`src/rtl/rx_timer_pkg.sv`:
```
// Shared types and default timing for the RX bit timer.
// Optional feature macro: RX_BIT_TIMER_RESYNC_EN (realign phase on edges in RUN).
package rx_timer_pkg;

   typedef enum logic [1:0] {
      IDLE,
      SYNC,
      RUN
   } rx_timer_state_t;

   localparam int RX_CLKS_PER_BIT  = 8;
   localparam int RX_SAMPLE_POINT  = 3;
   localparam int RX_BITS_PER_BYTE = 8;

endpackage

```
`src/rtl/flex_counter.sv`:
```
// Counter with clear, load, count-enable and a programmable rollover value.
// Priority: clear, then load, then count.
module flex_counter #(
   parameter int WIDTH = 4
) (
   input  logic             clk,
   input  logic             n_rst,
   input  logic             clear_i,
   input  logic             load_i,
   input  logic [WIDTH-1:0] load_val_i,
   input  logic             count_en_i,
   input  logic [WIDTH-1:0] rollover_i,
   output logic [WIDTH-1:0] count_o
);

   logic [WIDTH-1:0] count_q;
   logic [WIDTH-1:0] count_d;

   // next count: explicit wrap compare, never relies on 2^N rollover
   always_comb begin
      count_d = count_q;
      if (clear_i) begin
         count_d = '0;
      end else if (load_i) begin
         count_d = load_val_i;
      end else if (count_en_i) begin
         if (count_q == rollover_i) begin
            count_d = '0;
         end else begin
            count_d = count_q + 1'b1;
         end
      end
   end

   // count register
   always_ff @(posedge clk or negedge n_rst) begin
      if (!n_rst) begin
         count_q <= '0;
      end else begin
         count_q <= count_d;
      end
   end

   assign count_o = count_q;

endmodule

```
`src/rtl/rx_bit_timer.sv`:
```
// RX bit timer: locks on the first edge, strobes mid-bit, counts bits.
// Optional feature macro: RX_BIT_TIMER_RESYNC_EN (edges in RUN reset phase to 1).
module rx_bit_timer
   import rx_timer_pkg::*;
#(
   parameter int CLKS_PER_BIT  = RX_CLKS_PER_BIT,
   parameter int SAMPLE_POINT  = RX_SAMPLE_POINT,
   parameter int BITS_PER_BYTE = RX_BITS_PER_BYTE
) (
   input  logic                             clk,
   input  logic                             n_rst,
   input  logic                             enable_i,
   input  logic                             edge_found_i,
   output logic                             shift_strobe_o,
   output logic                             byte_done_o,
   output logic [$clog2(BITS_PER_BYTE)-1:0] bit_count_o,
   output logic                             locked_o
);

   localparam int PW = $clog2(CLKS_PER_BIT);
   localparam int BW = $clog2(BITS_PER_BYTE);

   localparam logic [PW-1:0] PH_LAST   = PW'(CLKS_PER_BIT - 1);
   localparam logic [PW-1:0] PH_SAMPLE = PW'(SAMPLE_POINT);
   localparam logic [PW-1:0] PH_ONE    = PW'(1);
   localparam logic [BW-1:0] BC_LAST   = BW'(BITS_PER_BYTE - 1);
   localparam logic [BW-1:0] BC_ZERO   = '0;

   rx_timer_state_t state_q;
   rx_timer_state_t state_d;

   logic [PW-1:0] phase;
   logic [BW-1:0] bit_count;

   logic clr;
   logic phase_load;
   logic phase_run;
   logic strobe;
   logic byte_done;

   // state register
   always_ff @(posedge clk or negedge n_rst) begin
      if (!n_rst) begin
         state_q <= IDLE;
      end else begin
         state_q <= state_d;
      end
   end

   // next state, counter controls and strobes
   always_comb begin
      state_d    = state_q;
      clr        = 1'b0;
      phase_load = 1'b0;
      strobe     = 1'b0;
      byte_done  = 1'b0;
      unique case (state_q)
         IDLE: begin
            clr = 1'b1;
            if (enable_i) begin
               state_d = SYNC;
            end
         end
         SYNC: begin
            if (!enable_i) begin
               state_d = IDLE;
               clr     = 1'b1;
            end else if (edge_found_i) begin
               // edge cycle is phase 0, so next is 1
               state_d    = RUN;
               phase_load = 1'b1;
            end
         end
         RUN: begin
            if (!enable_i) begin
               state_d = IDLE;
               clr     = 1'b1;
            end else begin
               strobe    = (phase == PH_SAMPLE);
               byte_done = strobe && (bit_count == BC_LAST);
`ifdef RX_BIT_TIMER_RESYNC_EN
               phase_load = edge_found_i;
`endif
            end
         end
         default: begin
            state_d = IDLE;
            clr     = 1'b1;
         end
      endcase
   end

   assign phase_run = (state_q == RUN);

   flex_counter #(
      .WIDTH(PW)
   ) u_phase (
      .clk       (clk),
      .n_rst     (n_rst),
      .clear_i   (clr),
      .load_i    (phase_load),
      .load_val_i(PH_ONE),
      .count_en_i(phase_run),
      .rollover_i(PH_LAST),
      .count_o   (phase)
   );

   flex_counter #(
      .WIDTH(BW)
   ) u_bit_count (
      .clk       (clk),
      .n_rst     (n_rst),
      .clear_i   (clr),
      .load_i    (1'b0),
      .load_val_i(BC_ZERO),
      .count_en_i(strobe),
      .rollover_i(BC_LAST),
      .count_o   (bit_count)
   );

   assign shift_strobe_o = strobe;
   assign byte_done_o    = byte_done;
   assign bit_count_o    = bit_count;
   assign locked_o       = phase_run;

endmodule

```
`config.mk`:
```
export PLATFORM = sky130hd
export DESIGN_NAME = rx_bit_timer
export DESIGN_NICKNAME = d
export VERILOG_FILES = /design/src/rtl/rx_timer_pkg.sv /design/src/rtl/flex_counter.sv /design/src/rtl/rx_bit_timer.sv
export SDC_FILE = /design/constraint.sdc
export NUM_CORES = 1
export LEC_CHECK = 0
export CORE_AREA = 8 8 45 47
export DETAILED_ROUTE_END_ITERATION = 8
export DIE_AREA = 0 0 53 55
export GPL_TIMING_DRIVEN = 0
export HOLD_SLACK_MARGIN = 0.08
export SKIP_CTS_REPAIR_TIMING = 1
export SYNTH_ARGS = -nofsm -noshare
export SYNTH_HDL_FRONTEND = slang
export SYNTH_SLANG_ARGS = --single-unit
```
`constraint.sdc`:
```
create_clock -name clk -period 1.68 [get_ports clk]
set_input_delay 0.504 -clock clk [delete_from_list [all_inputs] [get_ports clk]]
set_output_delay 0.504 -clock clk [all_outputs]
set_load 0.1 [all_outputs]
```
### After elaboration in Yosys (flattened, before gate mapping)

Index checks and enable logic that the tools add are counted.

| operators by class | value |
|---|---|
| add/sub/neg operators | 2 |
| equality and inequality tests | 8 |
| multiplexer cells | 21 |
| reductions and logical operators | 6 |

Operator list:

| operator | count |
|---|---|
| 2-to-1 mux 3 bit | 7 |
| 2-to-1 mux 1 bit | 9 |
| 2-to-1 mux 2 bit | 4 |
| adder 3 x 1 -> 3 bit (second input constant) | 2 |
| == test 3 bit (second input constant) | 2 |
| case mux 2 bit (3 select lines) | 1 |
| inequality test 2 bit (second input constant) | 2 |
| == test 3 x 2 -> 1 bit (second input constant) | 1 |
| inequality test 3 bit (second input constant) | 1 |
| AND reduction 3 bit | 1 |
| nonzero test 3 bit | 1 |
| == test 2 x 1 -> 1 bit (second input constant) | 1 |
| == test 2 bit (second input constant) | 1 |
| logical NOT 2 bit | 1 |
| nonzero test 2 bit | 1 |
| OR reduction 2 bit | 1 |
| logical AND 1 bit | 1 |

| storage, ports and cells | value |
|---|---|
| bits in registers | 8 |
| input port bits | 4 |
| output and inout port bits | 6 |

### Depth between registers and ports, before layout

| depth | value |
|---|---|
| depth in word-level cells | 5 |
| mapped depth | 6 |
| depth with buffers taken out | 6 |

### By module

From an unflattened synthesis, not the netlist that was laid out.

| unflattened totals | value |
|---|---|
| cells, all modules | 67 |
| area, all modules | 628.1 µm² |

Modules (own cells, without submodules):

| module | times used | cells an instance | area an instance (µm²) |
|---|---|---|---|
| flex_counter | 2 | 23 | 221.5 |
| rx_bit_timer | 1 | 21 | 185.2 |

### Worst setup path before layout

No wires, ideal clock.

| path | value |
|---|---|
| path type | reg2out |
| start point | reg state_q[0] |
| end point | out byte_done_o |
| data arrival time | 3149 ps |
| setup slack | -1973 ps |
| stages on the path, launching flop included | 6 |
| buffers on the path | 0 |
| cell sequence | dfrtp_1 > inv_1 > ha_1 > nand3_2 > inv_1 > and2_1 |

| between the ends | value |
|---|---|
| word-level cells in the longest chain between the ends | 2 |

RTL lines:

| element | line | RTL |
|---|---|---|
| start, declared | rx_bit_timer.sv:29 | `rx_timer_state_t state_q;` |
| start signal, assigned | rx_bit_timer.sv:46 | `state_q <= state_d;` |
| == test 2 bit | n/a |  |
| net locked_o | rx_bit_timer.sv:17 | `output logic locked_o` |
| 2-to-1 mux 1 bit | rx_bit_timer.sv:57 | `unique case (state_q)` |
| end, declared | rx_bit_timer.sv:15 | `output logic byte_done_o,` |

The timed path passes the listed nets, and every way through them passes these cells.

### Worst setup path after layout

| path | value |
|---|---|
| start point | reg u_phase.count_q[0] (netlist: u_phase.count_o[0]) |
| end point | out byte_done_o |

| between the ends | value |
|---|---|
| word-level cells in the longest chain between the ends | 4 |

RTL lines:

| element | line | RTL |
|---|---|---|
| start, declared | flex_counter.sv:16 | `logic [WIDTH-1:0] count_q;` |
| start signal, assigned | flex_counter.sv:40 | `count_q <= count_d;` |
| == test 3 x 2 -> 1 bit | rx_bit_timer.sv:79 | `strobe = (phase == PH_SAMPLE);` |
| logical AND 1 bit | rx_bit_timer.sv:80 | `byte_done = strobe && (bit_count == BC_LAST);` |
| 2-to-1 mux 1 bit | rx_bit_timer.sv:75 | `if (!enable_i) begin` |
| 2-to-1 mux 1 bit | rx_bit_timer.sv:57 |  |

Every way passes these cells.

==> qor.csv <==
stage;metric;value;unit
sta;worstMarginPinSlew;0.5431;ns
die;core_area;0.001384;mm²
sta;finalHoldViolations;0;
worst_hold_path;hold_path_class;in2async;
die;die_area;0.002915;mm²
sta;slew_violations;0;
critical_path;crit_buf_inv;2;
layout;nFillCells;133;
sta;skew;0.009212;ns
sta;layout_setup_ws;-0.3623;ns
die;die_w;53;µm
global_route;track_usage;7.642;%
global_route;use_met2;12.30;%
sta;min_period;2.042;ns
pwr;netSwitchingPower;0.3653;mW
routing;drt-pass1-iter-count;4;
layout;antennaDiodeCount;0;
sta;holdWs;0.5316;ns
place;portBuffers;8;
pwr;swShare;40.36;%
logic_synthesis;syn_area;526.8;µm²
routing;drtIter0Drc;10;
global_route;grt_use_met3;1.872;%
critical_path;end_kind;output port;
pwr;p_leak;0.3356;nW
routing;wirelength;1033;µm
logic_synthesis;synth_fp_nets;68;
clock_tree;cts_tree;yes;
logic_synthesis;ys_warn_count;0;
critical_path;critical_path.top_delay_family;flip-flops;
critical_path;path_max_fanout;4;
place;place.gp.congestion;0.6771;
global_route;grt_busiest_layer;met2;
global_route;antenna_found_initial;0;
logic_synthesis;yosysSeqAreaShare;38.00;%
routing;post-route-drc-count;0;
layout;nets;87;
logic_synthesis;ys_ff_latch;8;
global_route;grt_max_degree;9;
pwr;totalPowerFinal;0.9050;mW
routing;antenna_left;0;
critical_path;cp_slowest_stage_delay;0.42;ns
clock_tree;cts.reportedPaths.clkPinSlew;0.06;ns
routing;wl_per_cell;11.74;µm
clock_tree;cts_htree_levels;1;
sta;slew-limit-headroom;63.95;%
status;status;complete, but fails checks;
die;dieHeight;55;µm
clock_tree;insertion_delay;0.25;ns
logic_synthesis;synth_cell_types;21;
critical_path;arrival;1.54;ns
layout;area_growth;44.18;%
global_route;grt_first_pass_wirelength;1628;µm
routing;viasPerCell;5.114;
critical_path;r2r_start;state_q[1];
pwr;pwr-share-clk;16.9;%
pwr;power_frac_seq;29.6;%
routing;dr_total_vias;450;
sta;final-setup-viol-count;3;
die;row_count;14;
die;ioPinCount;10;
place;place_hpwl;795.2;µm
pwr;p_per_area;1192;mW/mm²
sta;fmax;0.4896;GHz
layout;finalNonFillerCells;88;
global_route;use_met1;8.346;%
pwr;vdd_drop_max;0.0006087;V
critical_path;path_common_cell;ha_4;
global_route;grt_overflow;0;
place;dp.cells;78;
sta;rsz0062_at_grt;true;
pwr;combPwrFrac;53.4;%
critical_path;startpoint_type;flip-flop;
pwr;p_int;0.5398;mW
job;max_cap_viol_count;0;
critical_path;crit_type;reg2out;
clock_tree;cts_sinks;8;
clock_tree;numCtsBuffers;3;
layout;drive_gt1_share;38.89;%
logic_synthesis;syn_area_per_cell;9.755;µm²
critical_path;cpMaxStageDelayCell;dfrtp_1;
critical_path;crit_chain;ha_4 -> ha_4 -> nand3_4 -> clkinvlp_4 -> and2_4 -> buf_12;
critical_path;worstPathRequired;1.18;ns
critical_path;crit_start;u_phase.count_o[0];
global_route;grt_pass1_vias;409;
clock_tree;cts-root-buf;clkbuf_4;
logic_synthesis;synth_cells;54;
die;initial_core_util;38.07;%
clock_tree;clock_path_buffers;2;
sta;timing.final.crit_share;121.6;%
status;failed_checks;negative setup slack;
-- sequential cells by signal, summed over array words and instances, names as in the netlist --
register,flops
state_q,2
u_bit_count.count_o,3
u_phase.count_o,3
-- cells by family after synthesis --
group                    count (synthesis)  synth area share (%)
multiplexers                             2                 4.038
buffers and inverters                    6                 4.513
flip-flops                               8                 38.00
AND/OR/NAND/NOR                         20                 20.67
AO/OA/AOI/OAI                            8                 9.027
adder cells (fa/ha/maj)                 10                 23.75
-- power groups by stage --
stage,Clock (mW),Combinational [mW],Sequential [mW]
after global placement,0,0.386,0.271
after CTS,0.157,0.393,0.270
final,0.153,0.483,0.268
after detailed placement,0,0.390,0.273
after global routing,0.177,0.536,0.271
after floorplan,0,0.319,0.263
-- Yosys cell counts (all sizes together) --
cell type | count | area share (%)
a21oi | 6 | 6.4
inv | 5 | 3.6
a211oi | 1 | 1.4
mux2 | 1 | 2.1
nand4 | 1 | 1.2
or3 | 1 | 1.2
buf | 1 | 0.95
nand2b | 1 | 1.2
nor2 | 3 | 2.1
nand3 | 2 | 2.8
dfrtp | 8 | 38
nand3b | 1 | 1.4
nand2 | 7 | 5.0
and2 | 1 | 1.2
a31oi | 1 | 1.2
ha | 10 | 24
nor3b | 2 | 2.8
mux2i | 1 | 1.9
or3b | 1 | 1.7
-- per-stage QoR --
step	TNS [ns]	worst slack, ns	util, %	cell area (µm²)
after global routing	-0.8286	-0.4164	54.88	759.5
final	-0.6706	-0.3623	54.88	759.5
after detailed placement	-3.677	-1.037	47.65	659.4
after floorplan	-0.8504	-0.6050	-	559.3
after global placement	-3.631	-1.018	47.65	659.4
after CTS	-5.262	-1.323	49.55	685.7
-- cell type report --
class	count	area [µm²]	share of cell area, %
multi-input cells	40	350.3	46.13
flip-flops and latches	8	203.9	26.85
repair buffers	14	131.4	17.30
clock buffers	4	26.28	3.460
inverters	5	22.52	2.965
well taps	16	20.02	2.636
plain buffers	1	5.005	0.6590
-- worst register-to-register path: stages, from the launching register on --
cell and delay (ns):
dfrtp_1 0.42, inv_1 0.16, ha_1 0.19, nand2b_1 0.09, a31oi_1 0.20, mux2_2 0.35
-- path summary, 6_finish.rpt --
kind | endpoint | slack, ns | depth (start not counted)
worst max-delay path | byte_done_o | -0.36 | 6
worst min-delay path | u_phase.count_o[0] | 0.53 | 1
worst max register to register | state_q[0] | 0.18 | 5
min in group clk | u_bit_count.count_o[1] | 0.56 | 2
worst min register to register | u_bit_count.count_o[1] | 0.56 | 2
max in group asynchronous | u_bit_count.count_o[2] | 0.85 | 1
-- layer usage --
layer / vias to the layer above / routed length, µm
li1: 221 / -
met1: 208 / 456
met2: 17 / 467
met3: 4 / 78
met4: 0 / 30
met5: - / 0
-- cell usage in the layout, fill, tap and decap left out, drive strengths merged --
cell,count
ha,10
buf,10
dfrtp,8
nand2,7
clkbuf,7
a21oi,6
inv,4
nor2,3
nor3b,2
clkdlybuf4s50,2
nand3,2
clkinvlp,1
and2,1
nand2b,1
a31oi,1
mux2,1
nand3b,1
nand4,1
or3b,1
or3,1
mux2i,1
a211oi,1
No activity file was read; power rests on OpenSTA's default activity.
